### config.mk
export PLATFORM = sky130hd
export DESIGN_NAME = div_8bits
export DESIGN_NICKNAME = d
export VERILOG_FILES = /design/src/rtl/div_8bits.sv
export SDC_FILE = /design/constraint.sdc
export NUM_CORES = 1
export LEC_CHECK = 0
export ABC_AREA = 1
export ABC_CLOCK_PERIOD_IN_PS = 1630
export CAP_MARGIN = 20
export CORE_MARGIN = 1.5
export CORE_UTILIZATION = 40
export DETAILED_ROUTE_END_ITERATION = 6
export PLACE_DENSITY = 0.63
export SLEW_MARGIN = 20
export SYNTH_ARGS = -nofsm -noshare
export SYNTH_HDL_FRONTEND = slang
export SYNTH_SLANG_ARGS = --single-unit
### constraint.sdc
create_clock -name clk_i -period 1.63 [get_ports clk_i]
set_input_delay 0.326 -clock clk_i [delete_from_list [all_inputs] [get_ports clk_i]]
set_output_delay 0.326 -clock clk_i [all_outputs]
set_load 0.02 [all_outputs]
### src/rtl/div_8bits.sv
// div_8bits: sequential restoring divider, 8-bit unsigned dividend by
// 4-bit unsigned divisor. One quotient bit is resolved per clock under a
// three-state controller with a start/busy/done handshake. A zero divisor
// short-circuits straight to the end state with all-ones results and div0_o.
module div_8bits (
    input  logic       clk_i,
    input  logic       rst_i,
    input  logic       en_i,
    input  logic [7:0] A_i,
    input  logic [3:0] B_i,
    output logic [7:0] Q_o,
    output logic [3:0] R_o,
    output logic       busy_o,
    output logic       done_o,
    output logic       div0_o
);

    typedef enum logic [1:0] {
        ST_IDLE = 2'd0,
        ST_CALC = 2'd1,
        ST_END  = 2'd2
    } state_t;

    state_t      r_state;
    state_t      w_next_state;

    logic [7:0]  r_d;        // dividend shifting out, quotient shifting in
    logic [3:0]  r_b;        // captured divisor
    logic [4:0]  r_p;        // partial remainder; bit 4 is always 0 between iterations
    logic [2:0]  r_cnt;      // iteration index, 0..7
    logic [7:0]  r_q;
    logic [3:0]  r_r;
    logic        r_div0;

    logic        w_start;
    logic        w_zero_div;
    logic        w_last;
    logic [5:0]  w_p_shift;
    logic [5:0]  w_diff;
    logic        w_borrow;
    logic [4:0]  w_p_next;
    logic [7:0]  w_d_next;

    assign w_start    = (r_state == ST_IDLE) && en_i;
    assign w_zero_div = (B_i == 4'd0);
    assign w_last     = (r_state == ST_CALC) && (r_cnt == 3'd7);

    // One restoring step: shift {P,D} left, trial-subtract the divisor from
    // the shifted remainder, keep the difference only if it did not borrow.
    // The shifted remainder carries r_p[4] as its top bit so the trial is
    // exact even if that bit were ever set; it is 0 in normal operation.
    assign w_p_shift  = {r_p, r_d[7]};
    assign w_diff     = w_p_shift - {2'b00, r_b};
    assign w_borrow   = w_diff[5];
    assign w_p_next   = w_borrow ? w_p_shift[4:0] : w_diff[4:0];
    assign w_d_next   = {r_d[6:0], ~w_borrow};

    // State register with synchronous reset.
    always_ff @(posedge clk_i) begin
        // NOTE: sequential state is updated with non-blocking assignments so
        // every register samples pre-edge values regardless of block order.
        if (rst_i) begin
            r_state <= ST_IDLE;
        end else begin
            r_state <= w_next_state;
        end
    end

    // Next-state logic: start request only honoured in idle; a zero divisor
    // skips the iteration phase entirely.
    always_comb begin
        // NOTE: default assignment first so no path leaves the signal
        // unassigned, which would otherwise infer a latch.
        w_next_state = r_state;
        case (r_state)
            ST_IDLE: begin
                if (w_start) begin
                    w_next_state = w_zero_div ? ST_END : ST_CALC;
                end
            end
            ST_CALC: begin
                if (w_last) begin
                    w_next_state = ST_END;
                end
            end
            ST_END:  w_next_state = ST_IDLE;
            default: w_next_state = ST_IDLE;
        endcase
    end

    // Handshake outputs decoded from the registered state.
    always_comb begin
        busy_o = 1'b0;
        done_o = 1'b0;
        case (r_state)
            ST_CALC: busy_o = 1'b1;
            ST_END:  done_o = 1'b1;
            default: ;
        endcase
    end

    // Datapath: capture operands on start, iterate in CALC, and update the
    // result registers only when entering END so they hold between operations.
    always_ff @(posedge clk_i) begin
        if (rst_i) begin
            r_d    <= 8'd0;
            r_b    <= 4'd0;
            r_p    <= 5'd0;
            r_cnt  <= 3'd0;
            r_q    <= 8'd0;
            r_r    <= 4'd0;
            r_div0 <= 1'b0;
        end else begin
            case (r_state)
                ST_IDLE: begin
                    if (w_start && !w_zero_div) begin
                        r_d   <= A_i;
                        r_b   <= B_i;
                        r_p   <= 5'd0;
                        r_cnt <= 3'd0;
                    end else if (w_start) begin
                        r_q    <= 8'hFF;
                        r_r    <= 4'hF;
                        r_div0 <= 1'b1;
                    end
                end
                ST_CALC: begin
                    r_p   <= w_p_next;
                    r_d   <= w_d_next;
                    r_cnt <= r_cnt + 3'd1;
                    if (w_last) begin
                        r_q    <= w_d_next;
                        r_r    <= w_p_next[3:0];
                        r_div0 <= 1'b0;
                    end
                end
                default: ;
            endcase
        end
    end

    assign Q_o    = r_q;
    assign R_o    = r_r;
    assign div0_o = r_div0;

endmodule

==> results of run 1 <==
[per-layer routing]
metal | vias to the layer above | wire, µm
met5 | - | 0
met4 | 0 | 61
met3 | 6 | 193
met2 | 37 | 2010
met1 | 756 | 1930
li1 | 880 | -
[Yosys cell counts (all sizes together)]
master and count:
nor2 33, nand3b 2, nand4 2, a21oi 28
inv 29, nand3 22, o2111ai 1, xor2 1
o21ai 20, nand2 49, clkbuf 3, buf 6
dfxtp 35, nor3 2, fa 1, ha 6
[through the flow]
stage               util [%]  power [mW]  setup WS (ns)  instances
floorplan                  -        1.82          0.101        240
global placement        53.8        2.23         -0.115        329
detailed placement      53.8        2.24         -0.139        329
CTS                     56.9        3.05        0.00366        337
global route            62.5        3.50        -0.0689        344
finish                  62.5        3.30         0.0163        344
[worst paths after layout]
path,start,end,slack (ns),cells past startpoint
setup / recovery,r_d[7],R_o[2],0.02,10
hold / removal,r_cnt[0],r_cnt[0],0.46,1
hold reg to reg,r_cnt[0],r_cnt[0],0.46,1
setup reg to reg,r_d[7],R_o[2],0.02,10
[repair_timing]
action,in CTS,in global routing
pin swaps,1,18
resized for setup,7,40
setup buffers,0,5
gates cloned,0,2
endpoints found under the hold margin,0,0
endpoints found under the setup margin,10,12
[report_power, final]
group | internal (mW) | switching, mW
Clock | 0.495 | 0.311
Sequential | 0.992 | 0.0947
Combinational | 0.652 | 0.752
[state kept, by name (all words and copies together), names as in the netlist]
register	flops
r_b	4
r_p	5
Q_o	8
div0_o	1
r_d	8
r_state	2
R_o	4
r_cnt	3
[logic make-up after synthesis]
group / Yosys count / share of synthesized area (%)
buffers and inverters: 38 / 9.50
DFF: 35 / 41.2
xor gates and xnor gates: 1 / 0.516
and+or+nand+nor: 110 / 28.5
adders and majority gates: 7 / 5.60
AOI/OAI and AO/OA: 49 / 14.7
[final cells by class]
| type | count | share of cell area (%) |
|---|---|---|
| clock buffer | 6 | 3.28 |
| clock inverter | 2 | 1.39 |
| inverter | 29 | 4.62 |
| multi-input combinational | 167 | 37.8 |
| sequential | 35 | 28.3 |
| tap | 50 | 2.48 |
| timing repair buffer | 55 | 22.1 |
[critical path, delay by kind of cell, from the launching register on]
kind                       cells  cell delay, ns
xor gates and xnor gates       1            0.15
adders and majority gates      2            0.51
buffers and inverters          3            0.15
and+or+nand+nor                4            0.39
DFF                            1            0.33
==> reports/qor.yml, run 1 <==
status: "finished clean"
wl_um: 4200
clkTransAtPathRegs_ns: 0.07
post_synth_inst_count: 240
drv_slew: 0
wl_per_cell_um: 12.2
die_w_um: 68.2
p_leak_nw: 1.12
tightest_slew_ns: 0.461
finalInstanceArea_mm2: 0.00252
crit_chain: "inv_2, ha_4, inv_2, fa_2, xor2_1, nand3b_1, nand2_1, nand2_1, nand2_1, inv_1"
initial_core_util_pct: 42.2
syn-num-nets: 262
cpMostUsedCell: "nand2_1"
multiInputGateArea_um2: 953
worstSkewPairLatency_ns: 0.29
drt-vias-per-instance: 4.88
placed_cell_area_mm2: 0.00217
syn_area_mm2: 0.00170
drc: 0
use_met3_pct: 3.95
cp-end-kind: "flip-flop"
cp_data_arrival_time_ns: 1.80
drt_pass1_iterations: 4
synth.area.top_cells: "dfxtp_1, nand2_1, a21oi_1"
cpMaxStageDelayCell: "fa_2"
antenna_left: 0
max_stage_delay_ns: 0.38
ys_types: 24
yosysTopAreaCellShare_pct: 41.2
finalNetCount: 315
hold_viol_final: 0
antenna_found_initial: 0
globalRouteTotalUtil_pct: 18.5
hpwl_um: 2750
regArea_um2: 712
synth_seq_area_share_pct: 41.2
yosysTopAreaCell: "dfxtp_1"
relSlewSlack_pct: 69.2
cp_max_fo: 2
io_pins: 30
drv_cap: 0
rsz0062_at_grt: "true"
drt_iter0_drc: 51
yosys_warnings: 0
core_area_mm2: 0.00403
die_height_um: 68.2
grt_pass1_vias: 1481
layout_common_cells: "nand2_1, nor2_1, a21oi_1"
drive_above_1_share_pct: 27.6
setup_viol: 0
nFillCells: 392
rows: 23
grt_util_met1_pct: 23.4
grt_max_degree: 21
top_usage_layer: "met2"
num_vias: 1679
ys_ff_latch: 35
port_buffers: 29
cts_hold_buf: 0
dieArea_mm2: 0.00465
htreeDepth: 2
cts_buffer_depth: 2
fin_crit_sh_pct: 99.0
hold_ws_ns: 0.459
cts_sinks: 35
finalWeightedCongestion: 0.838
syn_avg_cell_area_um2: 7.08
final_common_cell: "nand2_1"
period_needed_ns: 1.61
setup_tns_ns: 0
finClkSkew_ns: 0.00580
required_ns: 1.82
powerDensity_mw_per_mm2: 1310
cts_made_buffers: 5
n_antenna_cell: 0
tritoncts: "yes"
root_buffer: "clkbuf_8"
area_growth_pct: 48.3
gr-total-overflow: 0
hp-class: "flip-flop to flip-flop"
grt_use_met2_pct: 30.9
vdd_drop_max_v: 0.000844
critPathKind: "flip-flop to flip-flop"
crit_path_start_kind: "flip-flop"
grt_pass1_wl_um: 6330
max_freq_ghz: 0.620
Power figures use the tool's default switching activity.
==> run 2, diff against run 1 <==
--- a/config.mk
+++ b/config.mk
@@ -8,7 +8,6 @@
 export ABC_AREA = 1
 export ABC_CLOCK_PERIOD_IN_PS = 1630
 export CAP_MARGIN = 20
-export CORE_MARGIN = 1.5
 export CORE_UTILIZATION = 40
 export DETAILED_ROUTE_END_ITERATION = 6
 export PLACE_DENSITY = 0.63
==> reports/qor.yml, run 2 (synthesized netlist as in run 1, its figures left out) <==
relSlewSlack_pct: 71.3  # was 69.2%
powerDensity_mw_per_mm2: 1300  # was 1310 mW/mm²
area_growth_pct: 41.8  # was 48.3%
startpoint: "r_d[7]"  # unchanged
drt_iter0_drc: 71  # was 51
cts_sinks: 35  # unchanged
required_ns: 1.82  # about the same
drv_slew: 0  # unchanged
rows: 23  # unchanged
cp_max_fo: 2  # unchanged
core_area_mm2: 0.00403  # unchanged
cp-end-kind: "flip-flop"  # unchanged
crit_chain: "inv_2, ha_4, inv_2, fa_2, xor2_1, nand3b_1, nand2_1, nand2_1, nand2_1, inv_1"  # unchanged
gr-total-overflow: 0  # unchanged
setup_viol: 0  # unchanged
root_buffer: "clkbuf_8"  # unchanged
io_pins: 30  # unchanged
setup_tns_ns: 0  # unchanged
die_w_um: 67.2  # was 68.2 µm
antenna_found_initial: 0  # unchanged
p_leak_nw: 1.06  # was 1.12 nW
drt-vias-per-instance: 4.87  # was 4.88
die_height_um: 67.2  # was 68.2 µm
placed_cell_area_mm2: 0.00215  # was 0.00217 mm²
fin_crit_sh_pct: 99.0  # about the same
hp-class: "flip-flop to flip-flop"  # unchanged
critPathKind: "flip-flop to flip-flop"  # unchanged
grt_pass1_wl_um: 6570  # was 6330 µm
vdd_drop_max_v: 0.000902  # was 0.000844 V
cpMaxStageDelayCell: "fa_2"  # unchanged
cp_top_family: "adder cells"  # unchanged
crit_path_start_kind: "flip-flop"  # unchanged
initial_core_util_pct: 42.2  # unchanged
drv_cap: 0  # unchanged
finalInstanceArea_mm2: 0.00241  # was 0.00252 mm²
cts_made_buffers: 5  # unchanged
status: "finished clean"  # unchanged
clkTransAtPathRegs_ns: 0.07  # about the same
htreeDepth: 2  # unchanged
layout_common_cells: "nand2_1, nor2_1, a21oi_1"  # unchanged
worstSkewPairLatency_ns: 0.28  # was 0.29 ns
finalNetCount: 310  # was 315
grt_max_degree: 21  # unchanged
port_buffers: 29  # unchanged
rsz0062_at_grt: "true"  # unchanged
wl_um: 4050  # was 4200 µm
crit_buf_inv: 3  # unchanged
drt_pass1_iterations: 4  # unchanged
finalPower_mw: 3.14  # was 3.30 mW
period_needed_ns: 1.61  # about the same
finalWeightedCongestion: 0.832  # was 0.838
dieArea_mm2: 0.00451  # was 0.00465 mm²
finClkSkew_ns: 0.00723  # was 0.00580 ns
tritoncts: "yes"  # unchanged
hold_viol_final: 0  # unchanged
cpMostUsedCell: "nand2_1"  # unchanged
grt_pass1_vias: 1475  # was 1481
max_freq_ghz: 0.620  # about the same
final_common_cell: "nand2_1"  # unchanged
drive_above_1_share_pct: 24.9  # was 27.6%
drc: 0  # unchanged
r2r_start: "r_d[7]"  # unchanged
antenna_left: 0  # unchanged
hpwl_um: 2770  # was 2750 µm
max_stage_delay_ns: 0.39  # was 0.38 ns
hold_start: "div0_o"  # was r_cnt[0]
globalRouteTotalUtil_pct: 20.1  # was 18.5%
num_vias: 1652  # was 1679
cp_data_arrival_time_ns: 1.80  # about the same
n_antenna_cell: 0  # unchanged
nFillCells: 374  # was 392
wl_per_cell_um: 12.0  # was 12.2 µm
cts_buffer_depth: 2  # unchanged
tightest_slew_ns: 0.429  # was 0.461 ns
==> run 2: cell types whose count changed in the layout (fill, tap and decap cells not counted), sizes merged <==
| cell | change |
|---|---|
| dlymetal6s2s | -1 |
| dlygate4sd2 | -1 |
| clkdlybuf4s50 | +1 |
| buf | -3 |
| clkinv | +1 |
| clkbuf | -2 |
==> run 2: metal layers <==
metal  wire (µm)  track usage [%]
met1        1940             24.7
met2        1960             33.6
met3         101             5.07
met4          57             7.18
met5           0                0
==> run 2: timing repair <==
action / CTS / global route
gates resized for setup: 13 / 29
setup endpoints to repair: 13 / 14
pin swaps: 5 / 12
setup buffers: 1 / 3
hold buffers: 0 / 0
==> run 2: cell type report <==
cell class              instances  area [µm²]  share of cell area (%)
multi-input cells             167         937                    38.9
repair buffers                 50         470                    19.5
inverters                      29         109                    4.52
well taps                      50        62.6                    2.60
clock inverters                 3        43.8                    1.82
clock buffers                   5        68.8                    2.86
flip-flops and latches         35         717                    29.8
==> run 2: worst register-to-register path: cells and delay by family, from the launching register on <==
| kind | cells | cell delay, ns |
|---|---|---|
| adder cells (fa/ha/maj) | 2 | 0.51 |
| AND/OR/NAND/NOR | 4 | 0.40 |
| flip-flops | 1 | 0.32 |
| buffers and inverters | 3 | 0.15 |
| XOR/XNOR | 1 | 0.14 |
==> run 2: per-stage QoR <==
stage	hold slack, ns	utilization [%]	setup WS [ns]	instances
after detailed placement	0.452	53.4	-0.143	327
final	0.462	59.8	0.0161	339
after global routing	0.490	59.8	-0.0657	339
after CTS	0.464	57.4	0.00825	336
after floorplan	0.433	-	0.101	240
after global placement	0.448	53.4	-0.104	327
==> run 2: final timing paths <==
check | endpoint | slack [ns] | depth (start not counted)
max | R_o[2] | 0.02 | 10
min | div0_o | 0.46 | 2
max reg2reg | R_o[2] | 0.02 | 10
min reg2reg | div0_o | 0.46 | 2
==> run 2: power breakdown <==
part           internal [mW]  switching [mW]  leakage, nW
clock network          0.455           0.310       0.0581
registers              0.993          0.0910        0.293
logic                  0.571           0.717        0.708
total                   2.02            1.12         1.06
